<file path="src/rtl/majority_voter_pkg.sv">
// rtl/majority_voter_pkg.sv - shared types, defaults and helpers for majority_voter_seq
//
// Purpose : per-channel state enum, default parameter values and the
//           popcount helper used to form vote thresholds.
// Ports   : none (package)
// Options : MAJORITY_VOTER_SEQ_MASK_EN is consumed by majority_voter_seq.
package majority_voter_pkg;

  typedef enum logic [1:0] {
    CH_OK      = 2'd0,
    CH_SUSPECT = 2'd1,
    CH_FAULT   = 2'd2
  } chan_state_e;

  localparam int DEF_N      = 3;
  localparam int DEF_W      = 8;
  localparam int DEF_THRESH = 3;
  localparam int DEF_CNT_W  = 4;

  // Channel count is at most 15, so a 16-bit vector and 5-bit count suffice.
  function automatic logic [4:0] popcount(input logic [15:0] v);
    logic [4:0] c;
    c = '0;
    for (int i = 0; i < 16; i++) begin
      c = c + {4'b0000, v[i]};
    end
    return c;
  endfunction

endpackage

</file>
<file path="src/rtl/majority_voter_chan_mon.sv">
// rtl/majority_voter_chan_mon.sv - per-channel consecutive-mismatch tracker
//
// Purpose : tracks OK / SUSPECT / FAULT for one channel. A run of THRESH
//           consecutive mismatching samples makes the channel sticky-faulted;
//           a clean sample returns it to OK. clr wins over any update.
// Ports   : clk          in  clock, rising edge
//           rst          in  synchronous active-high reset
//           sample_valid in  a sample is being voted this cycle
//           mism         in  this channel disagrees with the new vote
//           clr          in  return to OK with counter cleared
//           fault        out registered sticky fault flag
// Options : none
module majority_voter_chan_mon
  import majority_voter_pkg::*;
#(
  parameter int THRESH = DEF_THRESH,
  parameter int CNT_W  = DEF_CNT_W
) (
  input  logic clk,
  input  logic rst,
  input  logic sample_valid,
  input  logic mism,
  input  logic clr,
  output logic fault
);

  chan_state_e      state_q, state_d;
  logic [CNT_W-1:0] cnt_q, cnt_d;
  logic             fault_q, fault_d;

  always_comb begin
    state_d = state_q;
    cnt_d   = cnt_q;
    if (clr) begin
      state_d = CH_OK;
      cnt_d   = '0;
    end else if (sample_valid && (state_q != CH_FAULT)) begin
      if (mism) begin
        // Outside FAULT the counter is below THRESH, so +1 cannot overflow.
        if ((cnt_q + 1'b1) >= CNT_W'(THRESH)) begin
          state_d = CH_FAULT;
          cnt_d   = CNT_W'(THRESH);
        end else begin
          state_d = CH_SUSPECT;
          cnt_d   = cnt_q + 1'b1;
        end
      end else begin
        state_d = CH_OK;
        cnt_d   = '0;
      end
    end
    fault_d = (state_d == CH_FAULT);
  end

  always_ff @(posedge clk) begin
    if (rst) begin
      state_q <= CH_OK;
      cnt_q   <= '0;
      fault_q <= 1'b0;
    end else begin
      state_q <= state_d;
      cnt_q   <= cnt_d;
      fault_q <= fault_d;
    end
  end

  assign fault = fault_q;

endmodule

</file>
<file path="src/rtl/majority_voter_seq.sv">
// rtl/majority_voter_seq.sv - registered N-way bitwise majority voter with fault tracking
//
// Purpose : votes N replicated W-bit words into one registered word, reports
//           which channels disagreed, and keeps sticky per-channel faults.
// Ports   : clk, rst (sync active-high), in_valid, din[N*W] (channel k at
//           [k*W +: W]), clr_fault -> out_valid, dout[W], mismatch[N],
//           fault[N], all_fault
// Options : MAJORITY_VOTER_SEQ_MASK_EN - faulted channels leave the vote,
//           ties hold the previous dout bit, all_fault reports total loss.
module majority_voter_seq
  import majority_voter_pkg::*;
#(
  parameter int N      = DEF_N,
  parameter int W      = DEF_W,
  parameter int THRESH = DEF_THRESH,
  parameter int CNT_W  = DEF_CNT_W
) (
  input  logic           clk,
  input  logic           rst,
  input  logic           in_valid,
  input  logic [N*W-1:0] din,
  input  logic           clr_fault,
  output logic           out_valid,
  output logic [W-1:0]   dout,
  output logic [N-1:0]   mismatch,
  output logic [N-1:0]   fault,
  output logic           all_fault
);

  logic           out_valid_q, out_valid_d;
  logic [W-1:0]   dout_q, dout_d;
  logic [N-1:0]   mismatch_q, mismatch_d;
  logic [N-1:0]   fault_w;
  logic [N-1:0]   part_mask;
  logic [4:0]     part_cnt;
  logic [W-1:0]   vote;

  // Mask uses the registered fault flags, so a channel that faults on this
  // edge is excluded starting with the next sample.
`ifdef MAJORITY_VOTER_SEQ_MASK_EN
  assign part_mask = ~fault_w;
  assign all_fault = &fault_w;
`else
  assign part_mask = '1;
  assign all_fault = 1'b0;
`endif

  assign part_cnt = popcount({{(16-N){1'b0}}, part_mask});

  always_comb begin
    logic [15:0] col;
    logic [4:0]  ones;
    col  = '0;
    ones = '0;
    vote = '0;
    for (int b = 0; b < W; b++) begin
      col = '0;
      for (int k = 0; k < N; k++) begin
        col[k] = din[k*W + b] & part_mask[k];
      end
      ones = popcount(col);
      // Compare 2*ones with the participant count to avoid a division.
      if ({ones, 1'b0} > {1'b0, part_cnt}) begin
        vote[b] = 1'b1;
      end else if ({ones, 1'b0} == {1'b0, part_cnt}) begin
        vote[b] = dout_q[b];  // tie: only reachable when channels are masked
      end else begin
        vote[b] = 1'b0;
      end
    end
  end

  always_comb begin
    out_valid_d = in_valid;
    dout_d      = dout_q;
    mismatch_d  = mismatch_q;
    if (in_valid) begin
      dout_d = vote;
      for (int k = 0; k < N; k++) begin
        // With no participants the vote is a frozen word, not a reference.
        mismatch_d[k] = (din[k*W +: W] != vote) && (part_cnt != 5'd0);
      end
    end
  end

  always_ff @(posedge clk) begin
    if (rst) begin
      out_valid_q <= 1'b0;
      dout_q      <= '0;
      mismatch_q  <= '0;
    end else begin
      out_valid_q <= out_valid_d;
      dout_q      <= dout_d;
      mismatch_q  <= mismatch_d;
    end
  end

  for (genvar k = 0; k < N; k++) begin : g_mon
    majority_voter_chan_mon #(
      .THRESH (THRESH),
      .CNT_W  (CNT_W)
    ) u_mon (
      .clk          (clk),
      .rst          (rst),
      .sample_valid (in_valid),
      .mism         (mismatch_d[k]),
      .clr          (clr_fault),
      .fault        (fault_w[k])
    );
  end

  assign out_valid = out_valid_q;
  assign dout      = dout_q;
  assign mismatch  = mismatch_q;
  assign fault     = fault_w;

endmodule

</file>
<file path="config.mk">
export PLATFORM = sky130hd
export DESIGN_NAME = majority_voter_seq
export DESIGN_NICKNAME = d
export VERILOG_FILES = /design/src/rtl/majority_voter_pkg.sv /design/src/rtl/majority_voter_chan_mon.sv /design/src/rtl/majority_voter_seq.sv
export SDC_FILE = /design/constraint.sdc
export NUM_CORES = 1
export LEC_CHECK = 0
export CORE_ASPECT_RATIO = 1.5
export CORE_UTILIZATION = 49
export DETAILED_ROUTE_END_ITERATION = 16
export PLACE_DENSITY = 0.79
export SLEW_MARGIN = 20
export SYNTH_ARGS = -nofsm -noshare
export SYNTH_HDL_FRONTEND = slang
export SYNTH_SLANG_ARGS = --single-unit
export TNS_END_PERCENT = 5
</file>
<file path="constraint.sdc">
create_clock -name clk -period 3.19 [get_ports clk]
set_clock_uncertainty 0.2 [all_clocks]
set_input_delay 0.957 -clock clk [delete_from_list [all_inputs] [get_ports clk]]
set_output_delay 0.957 -clock clk [all_outputs]
set_load 0.1 [all_outputs]
</file>
# Yosys cells after proc, flatten, opt, wreduce, memory -nomap -nowiden
# Cells that the tools add are included.
[totals] ff_bits=33 out_inout_bits=16 word_cells=82
[classes] addsub=19 order_cmp=11 eq_ne=9 mux=27 reduce_logical=4
[op_table] op="greater-than comparator 4 x 2 -> 1 bit, second input constant" count=7
[op_table] op="adder 2 x 1 -> 3 bit" count=8
[op_table] op="two-way mux 2 bit" count=12
[op_table] op="two-way mux 4 bit" count=6
[op_table] op="inequality test 8 bit" count=3
[op_table] op="adder 1 x 1 -> 2 bit" count=8
[op_table] op="adder 4 x 1 -> 4 bit, second input constant" count=3
[op_table] op=">= comparator 4 x 2 -> 1 bit, second input constant" count=3
[op_table] op="two-way mux 1 bit" count=8
[op_table] op="== test 2 bit, second input constant" count=3
[op_table] op="greater-than comparator 6 x 2 -> 1 bit, second input constant" count=1
[op_table] op="inequality test 2 bit, second input constant" count=3
[op_table] op="logical AND 1 bit" count=3
[op_table] op="two-way mux 3 bit" count=1
[op_table] op="OR reduction 2 bit" count=1

# Depth between registers and ports, before layout
[depth] word_depth=10 mapped_depth=7

# Modules after synthesis
# A second synthesis with hierarchy kept.
[unflattened] cells_unflattened=222 area_unflattened_um2=2009.4
[modules_own_cells] module="majority_voter_chan_mon" instances=3 cells_per_inst=38 area_each_um2=360.3 seq_area_each_um2=140.1
[modules_own_cells] module="majority_voter_seq" instances=1 cells_per_inst=108 area_each_um2=928.4 seq_area_each_um2=240.2

# Worst setup path before layout
# OpenSTA, ideal clock, no wires.
[synth_timing] kind="input port to flip-flop" startpoint="in din[1]" endpoint="reg g_mon[1].u_mon.cnt_q[0]" setup_ns=0.117 arrival_ns=2.364 required_time_ns=2.873 path_slack_ns=0.509 path_stages=7 path_buffers=0 cell_sequence="ha_1 nor2b_1 a221o_1 nor4_2 nand4_2 and4_4 a22o_1"
[synth_via] elab_chain_cells=7
[synth_lines] element="start, declared" line="majority_voter_seq.sv:21" source="input logic [N*W-1:0] din,"
[synth_lines] element="adder 1 x 1 -> 2 bit" line="majority_voter_pkg.sv:25" source="c = c + {4'b0000, v[i]};"
[synth_lines] element="adder 2 x 1 -> 3 bit" line="majority_voter_pkg.sv:25"
[synth_lines] element="greater-than comparator 4 x 2 -> 1 bit" line="majority_voter_seq.sv:63" source="if ({ones, 1'b0} > {1'b0, part_cnt}) begin"
[synth_lines] element="two-way mux 1 bit" line="majority_voter_seq.sv:63"
[synth_lines] element="inequality test 8 bit" line="majority_voter_seq.sv:81" source="mismatch_d[k] = (din[k*W +: W] != vote) && (part_cnt != 5'd0);"
[synth_lines] element="two-way mux 3 bit" line="majority_voter_seq.sv:77" source="if (in_valid) begin"
[synth_lines] element="two-way mux 4 bit" line="majority_voter_chan_mon.sv:38" source="if (mism) begin"
[synth_lines] element="end signal, assigned" line="majority_voter_chan_mon.sv:62" source="cnt_q <= cnt_d;"
[synth_lines] element="end, declared" line="majority_voter_chan_mon.sv:28" source="logic [CNT_W-1:0] cnt_q, cnt_d;"
# No other way between the ends.
# A chain may end at the register's enable or synchronous reset.

# Worst setup path after layout
[layout_timing] startpoint="in din[6]" endpoint="reg g_mon[0].u_mon.cnt_q[0]"
[layout_via] elab_chain_cells=7
[layout_lines] element="adder 1 x 1 -> 2 bit" line="majority_voter_pkg.sv:25"
[layout_lines] element="adder 2 x 1 -> 3 bit" line="majority_voter_pkg.sv:25"
[layout_lines] element="greater-than comparator 4 x 2 -> 1 bit" line="majority_voter_seq.sv:63"
[layout_lines] element="two-way mux 1 bit" line="majority_voter_seq.sv:63"
[layout_lines] element="inequality test 8 bit (*)" line="majority_voter_seq.sv:81"
[layout_lines] element="two-way mux 3 bit (*)" line="majority_voter_seq.sv:77"
[layout_lines] element="two-way mux 4 bit (*)" line="majority_voter_chan_mon.sv:38"
[layout_lines] element="end signal, assigned" line="majority_voter_chan_mon.sv:62"
[layout_lines] element="end, declared" line="majority_voter_chan_mon.sv:28"
# Every way passes the cells marked *; elsewhere a longest branch is shown, timed or not.

==> metrics.md <==
| Metric | Value |
|---|---|
| Hold path startpoint | g_mon[2].u_mon.state_q[0] |
| CTS resizes | 0 |
| Top Metal Used | met4 |
| Critical path origin | din[6] |
| Crit-path max FO | 6 |
| Drt wl/cell | 13.1 um |
| Max Freq | ~340 MHz |
| Top-Level Pins | 44 |
| Power Density | ~420 mW/mm^2 |
| Netlist cell types | 46 |
| Top cell type's share of synthesized area | a little over a third |
| Synthesized area | approximately 0.0018 sq mm |
| Worst-path clk slew | 0.06 ns |
| Vias per cell | roughly 5.4 |
| Slew headroom | roughly two thirds |
| Core Area | roughly 0.0035 sq mm |
| Post-DP Area | ~0.0023 sq mm |
| Worst setup margin | roughly 0.23 ns |
| CTS Hold Buffers Added | 0 |
| Critical path data required time | around 3.2 ns |
| Maximum VDD drop | roughly 0.36 mV |
| Prevailing post-synth register cell | dfxtp_1 |
| Hold Path Class | flip-flop to flip-flop |
| Final min period | 2.96 ns |
| Post CTS Setup Buffer Count | 0 |
| TritonRoute pass-1 iters | 4 |
| Fin util | around two thirds |
| Worst Hold End | g_mon[2].u_mon.state_q[0] |
| Setup CP Type | input port to flip-flop |
| Drt total wl | between 4000 and 5000 um |
| Ant diodes | 0 |
| Post-synth EDFFs | 0 |
| Met3 wire length | between 150 and 200 um |
| CP startpoint kind | input port |
| Slowest-stage cell, CP | clkdlybuf4s50_1 |
| CTS tree | done |
| Synth-to-Final Area Change | 29.5% |
| Antenna Violating Nets Remaining | 0 |
| Synth area leaders | dfxtp_1 36%, ha_1 9.5%, xor2_1 7.6%, nor2_1 4.7%, a21oi_1 4.6% |
| Setup TNS | 0 ns |
| Register bit total from synthesis | 33 |
| Vias in the first global route | around 1500 |
| Gp weighted congestion | ~0.79 |
| CP Capture Type | flip-flop |
| RSZ-0062 raised after global routing | false |
| Fin. Hold Viols | 0 |
| Initial antenna violation count | 0 |
| CTS Buffer Depth | 2 |
| Nets | 306 |
| Asr flop ratio synth | 0% |
| Max Cap Viol | 0 |
| Setup violators final | 0 |
| Final Cell Area | roughly 0.0024 sq mm |
| Die area | 0.00401 sq mm |
| Worst slack, placed | -0.0598 ns |
| GRT Total Usage | between 20% and 30% |
| Final Slew Violations | 0 |
| Total grt overflow | 0 |
| DPL Wire Length | between 3000 and 4000 um |
| Reg-to-reg endpoint | g_mon[2].u_mon.cnt_q[1] |
| Worst reg2reg startpoint | g_mon[2].u_mon.cnt_q[0] |
| Status | finished, final reports clean |
| Global-route wire length before repair | slightly below 7000 um |
| Slew @ Worst Pin | 0.493 ns |
| Cts bufs inserted | 5 |
| Met2 wire len | 2150 um |
| CP bufs+invs | 2 |
| Chip width | 52.0 um |
| Initial Util | 52.8% |
| Critical-path cell list | clkdlybuf4s50_1 > ha_1 > a21oi_1 > xor2_1 > nand4_1 > nor2_1 > buf_4 > a311oi_1 > o21a_1 |
| Critical Path Max Stage Delay | 0.44 ns |
| Root cell of the clock tree | clkbuf_8 |
| Worst-skew pair later-pin latency | 0.28 ns |
| Worst reg2reg setup slack | 1.25 ns |
| DRC | 0 |
| Vias | 1655 |
| Syn nets | 257 |
| Yosys warns | 0 |
| Cells after synthesis | roughly 220 |
| Port Buffer Count | 42 |
| Worst Path Arrival | 2.94 ns |
| CP delay by family, top | buffers and inverters |
| Wl on met1 | between 1500 and 2000 um |
| Post-synthesis sequential area ratio | 35.9% |
| Cell count of the worst hold path | 1 |
| Leak | 1.04 nW |
| Die Ht | 77.0 um |
| Clk sink count | 33 |
| Share of post-route cells with drive strength above 1 | 13.6% |
| H-tree Lvls | 2 |
| DRT iter0 DRCs | between 50 and 60 |
| Mean Syn Cell Area | ~8.6 sq um |
| Fin crit share | ~90% |
| Pin count of the biggest net entering global routing | 38 |
| Fin cells | roughly 300 |
| Most area-hungry cell type in the Yosys netlist | dfxtp_1 |
| Row count | 26 |
| Placed cells | 299 |
| Reg2Reg Depth | 6 |
[power breakdown]
| part | internal, mW | switching, mW | leakage, nW | total (mW) |
|---|---|---|---|---|
| registers | 0.429 | 0.0109 | 0.270 | 0.440 |
| logic | 0.0997 | 0.180 | 0.727 | 0.280 |
| clock network | 0.155 | 0.137 | 0.0395 | 0.291 |
[final cells by class]
cell class	count	area [sq um]
multi-input cells	160	1080
clock buffers	8	80.1
flip-flops and latches	33	661
well taps	42	52.6
inverters	11	41.3
repair buffers	53	465
fillers	256	1100
[cells in the mapped netlist, types with 2 or more instances]
cell type,instances
a21o_1,2
and3_1,6
nand2_1,13
nor2b_1,3
clkbuf_1,7
o22ai_1,4
nor3b_1,2
and2_1,4
a21oi_1,17
xor2_1,16
nand3_1,6
nand4_1,5
nand2b_1,5
inv_1,11
ha_1,14
nor2_1,23
buf_4,4
dfxtp_1,33
or2_2,2
a22o_1,2
a211oi_1,11
[sequential cells by signal, summed over array words and instances, names as in the netlist]
register,count
out_valid,1
dout,8
g_mon.u_mon.cnt_q,12
g_mon.u_mon.state_q,6
g_mon.u_mon.fault,3
mismatch,3
[per-layer routing]
layer,global-route usage (%),vias up
met1,24.5,736
met5,0,-
met2,40.8,49
li1,-,863
met4,11.6,0
met3,5.75,7
[through the flow]
step                      power [mW]  hold WS, ns
after floorplan                0.636        0.218
after global placement         0.724        0.225
after detailed placement       0.728        0.231
after CTS                       1.02        0.245
after global routing            1.06        0.264
final                           1.01        0.243
[logic make-up (layout without fill, tap and decap cells)]
kind of cell | Yosys count | count (layout) | synth area share (%)
buf+inv | 22 | 72 | 5.31
flops | 33 | 33 | 35.9
compound gates | 54 | 54 | 20.1
other cells | 1 | 1 | 0.204
xor+xnor | 16 | 16 | 7.62
fa+ha+maj | 14 | 14 | 9.52
simple gates | 75 | 75 | 21.3
[layout by cell type (no fill, tap or decap), drive strengths merged, types with 2 or more instances in the layout]
cell type and instances:
a211oi 11, a21o 2, a21oi 17, a22o 2, and2 4, and3 6, buf 26, clkbuf 8
clkdlybuf4s50 27, dfxtp 33, ha 14, inv 11, nand2 13, nand2b 5, nand3 6, nand4 6
nor2 23, nor2b 3, nor3b 2, nor4 2, o21ai 2, o22ai 4, or2 2, xor2 16
[worst max-delay path by stage]
stage / cells past startpoint / to
2_1_floorplan: 7 / g_mon[1].u_mon.cnt_q[0]
3_3_place_gp: 9 / g_mon[0].u_mon.cnt_q[0]
3_5_place_dp: 9 / g_mon[0].u_mon.cnt_q[0]
4_1_cts: 9 / g_mon[0].u_mon.cnt_q[0]
5_1_grt: 9 / g_mon[0].u_mon.cnt_q[0]
6_report: 9 / g_mon[0].u_mon.cnt_q[0]
(Power assumes the default switching activity.)
==> patch 1 (same settings) <==
The option `MAJORITY_VOTER_SEQ_MASK_EN` is turned on by a define.
--- a/src/rtl/majority_voter_seq.sv
+++ b/src/rtl/majority_voter_seq.sv
@@ -7,6 +7,8 @@
 //           fault[N], all_fault
 // Options : MAJORITY_VOTER_SEQ_MASK_EN - faulted channels leave the vote,
 //           ties hold the previous dout bit, all_fault reports total loss.
+`define MAJORITY_VOTER_SEQ_MASK_EN
+
 module majority_voter_seq
   import majority_voter_pkg::*;
 #(
Behaviour: not the same (a bounded check fails within 4 cycles, from zero or initial values and one cycle with rst high).
==> patch 1 against the unedited design <==
Routed wire length up 110%; worst setup slack worse by 0.48 ns; cell area up 60%; area after synthesis up 34%; the run now ends with negative setup slack left; critical path type unchanged; sequential cell count unchanged; power up 36%; critical endpoint is now mismatch[0]; fmax down 14%.
==> patch 1: results (changes against the unedited design) <==
Parameter                              Value

Run status
  Result of the run    finished with violations
  Violations in the final reports    negative setup slack

Clock tree
  H-tree levels    2 (unchanged)
  Clock tree root driver cell    clkbuf_8

Pwr
  Ratio of total power to cell area    361 nW/um2 (-15%)
  Largest voltage drop on the vdd net    0.000384 V (+6.4%)
  Sw frac    31.9% (-0.53 points)
  Leakage power    0.00162 uW (+56%)

Place
  Instance count after placement with tap cells included    415 (+39%)
  Worst setup slack after placement    -0.802 ns (-0.742 ns)
  IO buf count    43 (+2.4%)
  Placer's final routability congestion estimate    0.828 (+4.7%)
  Detail Placement HPWL    4.87 mm (+53%)
  Total cell area at the placement stage    3270 um2 (+42%)

Worst setup path
  Cell type of the slowest stage on the worst timing path    fa_1
  Worst R2R Start    g_mon[1].u_mon.fault
  Worst Path Arrival    3.41 ns (+0.47 ns)
  Worst reg-to-reg path cell count    9 (+3)
  Worst-case register-to-register setup slack    -0.12 ns (-1.37 ns)
  Max incr delay on CP    0.65 ns (+0.21 ns)
  Cell family contributing the most delay on the critical path    simple AND/OR/NAND/NOR gates
  End of the worst register-to-register path    mismatch[0]

Route
  Detailed Route Iter0 Violations    276 (+410%)
  Routed wl met2    4.41 mm (+110%)
  Number of vias in the routed layout    2701 (+63%)
  Router iterations before antenna repair    5 (+1)
  Routed length on met3    450 um (+160%)
  Routed wire length    8.45 mm (+110%)
  Wire length on met1    3.17 mm (+98%)

Timing
  Smallest hold slack    0.248 ns (+0.00595 ns)
  Tightest Pin Transition    0.569 ns (+0.0756 ns)
  Total of endpoints with negative setup slack in the final report    18 (+18)
  Sum Neg Setup Slack    -2.58 ns (-2.58 ns)
  Fin worst setup slack    -0.245 ns (-0.476 ns)

Hold path
  Worst hold path endpoint    g_mon[1].u_mon.state_q[0]
  Worst hold start    g_mon[1].u_mon.state_q[0]
  Hold Path Stages    2 (+1)

Yosys
  Sequential-to-total area share from yosys stat    26.9% (-9.0 points)
  Synthesized net count    331 (+29%)
  Count of cell types in the netlist    35 (-24%)
  Most common library cells after synthesis    dfxtp_1 (33), o21ai_0 (29), nor2b_1 (25), or3_1 (24), nand2_1 (18)
  Mean instance size in the synthesized netlist    8.78 um2 (+2.6%)
  Leading post-synthesis cells by cell area    dfxtp_1 (27%), fa_1 (7.3%), ha_1 (7.1%), nor2b_1 (6.4%), or3_1 (6.1%)

Global route
  Largest net degree at the start of global routing    27 (-29%)
  Global routing met3 resource utilization    5.12% (-0.64 points)
  Via count of the first global-routing pass    2490 (+61%)
  Met1 Resource Use GR    28.1% (+3.6 points)
  Tot GR Track Use    28.0% (+4.7 points)
  Wire length of the first global-routing pass    11.1 mm (+62%)
  Met2 Resource Use GR    52.8% (+12 points)

Cells and area
  Post-route non-filler standard cell count    435 (+42%)
  Filler Cell Count    296 (+16%)
  Ratio of cells with drive above 1 in the final layout    42.3% (+29 points)
==> patch 1: cell count changes after synthesis, moves of 8 or more <==
cell / before / now
o31ai_1: 1 / 9
nor2b_1: 3 / 25
nor2_1: 23 / 7
xor2_1: 16 / 0
or3_1: 0 / 24
o21ai_0: 1 / 29
fa_1: 0 / 9
==> patch 1: kinds of logic after synthesis <==
kind of cell / synth area share (%)
flops: 26.9
buf+inv: 3.10
compound gates: 20.7
fa+ha+maj: 14.5
simple gates: 34.9
==> patch 1: how the worst max path moves through the flow <==
stage | from | end | cells past startpoint
final | din[9] | mismatch[0] | 10
after detailed placement | din[16] | g_mon[0].u_mon.state_q[0] | 9
after floorplan | din[11] | g_mon[1].u_mon.fault | 8
after CTS | din[23] | g_mon[2].u_mon.state_q[1] | 10
after global placement | din[16] | g_mon[0].u_mon.cnt_q[0] | 9
after global routing | din[16] | g_mon[0].u_mon.fault | 10
==> patch 1: repair_timing <==
action / CTS / global route
resized for setup: 60 / 79
setup endpoints to repair: 18 / 18
pin swaps: 40 / 47
hold buffers: 0 / 0
buffers inserted: 7 / 5
==> patch 1: power groups by stage <==
stage / registers (uW) / clock network [uW] / logic, uW
after global placement: 450 / 0 / 366
after detailed placement: 451 / 0 / 375
final: 444 / 476 / 451
after CTS: 442 / 481 / 410
after global routing: 445 / 497 / 474
after floorplan: 529 / 0 / 173
==> patch 1: area by class of cell <==
type	instances	area (um2)	share of cell area [%]
multi-input cells	231	2140	56.4
repair buffers	91	756	19.9
flip-flops and latches	33	663	17.4
well taps	66	82.6	2.17
clock buffers	5	68.8	1.81
clock inverters	3	65.1	1.71
inverters	6	22.5	0.592
==> patch 2 (config.mk and constraints unchanged) <==
Without the edit above. Encoding of `chan_state_e`: now one-hot (3 bits for 3 states).
--- a/src/rtl/majority_voter_pkg.sv
+++ b/src/rtl/majority_voter_pkg.sv
@@ -6,10 +6,10 @@
 // Options : MAJORITY_VOTER_SEQ_MASK_EN is consumed by majority_voter_seq.
 package majority_voter_pkg;
 
-  typedef enum logic [1:0] {
-    CH_OK      = 2'd0,
-    CH_SUSPECT = 2'd1,
-    CH_FAULT   = 2'd2
+  typedef enum logic [2:0] {
+    CH_OK      = 3'b001,
+    CH_SUSPECT = 3'b010,
+    CH_FAULT   = 3'b100
   } chan_state_e;
 
   localparam int DEF_N      = 3;
Function: same outputs for any inputs over 4 cycles, from zero or initial values and one cycle with rst high; so few cycles prove little.
==> patch 2 against the unedited design <==
Core utilization grew 6.2 points; area after synthesis grew 2.1%; worst setup slack lost 0.14 ns; cell area grew 15%; power grew 13%; routed wire length grew 13%; critical path depth grew 2; sequential cell count grew 3; die area grew 2.0%; critical path type unchanged; critical endpoint unchanged; highest routed layer unchanged.
==> patch 2: results (changes against the unedited design) <==
Parameter                              Value

Hold path
  Worst hold start    g_mon[0].u_mon.state_q[0]
  Worst hold path endpoint    g_mon[0].u_mon.state_q[0]

Worst setup path
  Worst reg-to-reg path cell count    7 (+1)
  Worst-case register-to-register setup slack    1.12 ns (-0.13 ns)
  End of the worst register-to-register path    g_mon[1].u_mon.fault
  Maximum net fanout on the critical path    3 (-3)
  Worst Path Arrival    3.07 ns (+0.13 ns)
  Worst R2R Start    g_mon[1].u_mon.cnt_q[0]

Yosys
  Post-Syn Instances    214 (-0.47%)
  Compound-cell area share of the yosys netlist    15.1% (-5.0 points)
  Leading post-synthesis cells by cell area    dfxtp_1 (38%), ha_1 (9.3%), xnor2_1 (8.4%), nor2_1 (6.6%), a211oi_1 (5.2%)
  Prevailing post-synth register cell    dfxtp_1
  Most common library cells after synthesis    dfxtp_1 (36), nor2_1 (33), xnor2_1 (18), a21oi_1 (14), ha_1 (14)
  Sequential-to-total area share from yosys stat    38.4% (+2.5 points)
  Adder-cell area share of the yosys netlist    9.33% (-0.20 points)
  Synthesized net count    256 (-0.39%)
  Count of cell types in the netlist    34 (-26%)

Global route
  Largest net degree at the start of global routing    13 (-66%)
  Met2 Resource Use GR    45.4% (+4.7 points)
  Tot GR Track Use    24.4% (+1.1 points)
  Global routing met3 resource utilization    5.29% (-0.46 points)
  Wire length of the first global-routing pass    7.46 mm (+9.4%)
  Met1 Resource Use GR    23.5% (-1.1 points)

Cells and area
  Total number of nets in the final design    346 (+13%)
  Ratio of cells with drive above 1 in the final layout    26.6% (+13 points)

Place
  Total cell area at the placement stage    2640 um2 (+15%)
  Instance count after placement with tap cells included    340 (+14%)
  Placer's final routability congestion estimate    0.727 (-8.1%)
  Detail Placement HPWL    3.57 mm (+12%)

Route
  Via/cell ratio    5.31 (-1.6%)
  Detailed Route Iter0 Violations    26 (-52%)
  Number of vias in the routed layout    1841 (+11%)
  Routed wire length    4.53 mm (+13%)

Run status
  Result of the run    complete, no violations

Pwr
  Largest voltage drop on the vdd net    0.000323 V (-11%)
  Leakage power    0.00119 uW (+15%)
  Internal Pwr Total    772 uW (+13%)

Timing
  Smallest hold slack    0.272 ns (+0.0291 ns)
## patch 2: power groups by stage
stage               registers (uW)  clock network [uW]  logic, uW
global placement               492                   0        342
detailed placement             493                   0        350
global route                   485                 325        383
CTS                            483                 311        352
finish                         483                 301        359
floorplan                      571                   0        129
## patch 2: cell families (layout without fill, tap and decap cells)
logic type               Yosys count  count (layout)
AO/OA/AOI/OAI                     42              42
flip-flops                        36              36
buffers and inverters             19             109
other                              1               1
XOR/XNOR                          20              20
adder cells (fa/ha/maj)           14              14
AND/OR/NAND/NOR                   82              82
## patch 2: routing by layer
metal | wire length, um | part of all wire, %
met2 | 2510 | 55
met4 | 148 | 3.3
met3 | 177 | 3.9
met1 | 1700 | 37
met5 | 0 | 0
## patch 2: worst reg2reg max path, cell delays in order, from the launching register on
cell and delay [ns]:
dfxtp_1 0.42, ha_1 0.22, nand2_1 0.06, a21oi_1 0.12, nor3_1 0.06, a211oi_1 0.52
a32oi_2 0.19, nor4b_2 0.18
## patch 2: final cells by class
class / count / area (um2) / share of cell area, %
multi-input cells: 159 / 1100 / 40.1
clock inverters: 1 / 5.00 / 0.182
clock buffers: 6 / 72.6 / 2.64
flip-flops and latches: 36 / 721 / 26.2
well taps: 43 / 53.8 / 1.96
repair buffers: 92 / 758 / 27.6
inverters: 10 / 37.5 / 1.37
## patch 2: timing repair
action | CTS | global route
buffers inserted | 0 | 0
endpoints found under the setup margin | 7 | 13
hold buffers | 0 | 0
gates resized for setup | 2 | 5
pin swaps | 0 | 1
cloned | 0 | 0
## patch 2: worst max path at each step
stage            from                   endpoint  slack (ns)  depth (start not counted)
3_5_place_dp   din[7]    g_mon[0].u_mon.cnt_q[0]       -0.33                         10
6_report       din[3]    g_mon[0].u_mon.cnt_q[0]        0.09                         11
2_1_floorplan  din[5]       g_mon[1].u_mon.fault        0.31                          7
5_1_grt        din[3]  g_mon[0].u_mon.state_q[1]        0.01                         11
4_1_cts        din[5]       g_mon[1].u_mon.fault      -0.004                          8
3_3_place_gp   din[5]       g_mon[1].u_mon.fault       -0.27                          8
## patch 2: metrics by stage
stage,utilization (%),setup TNS [ns]
2_1_floorplan,-,0
3_3_place_gp,71.7,-3.38
3_5_place_dp,71.7,-4.98
4_1_cts,74.0,-0.00418
5_1_grt,74.7,0
6_report,74.7,0
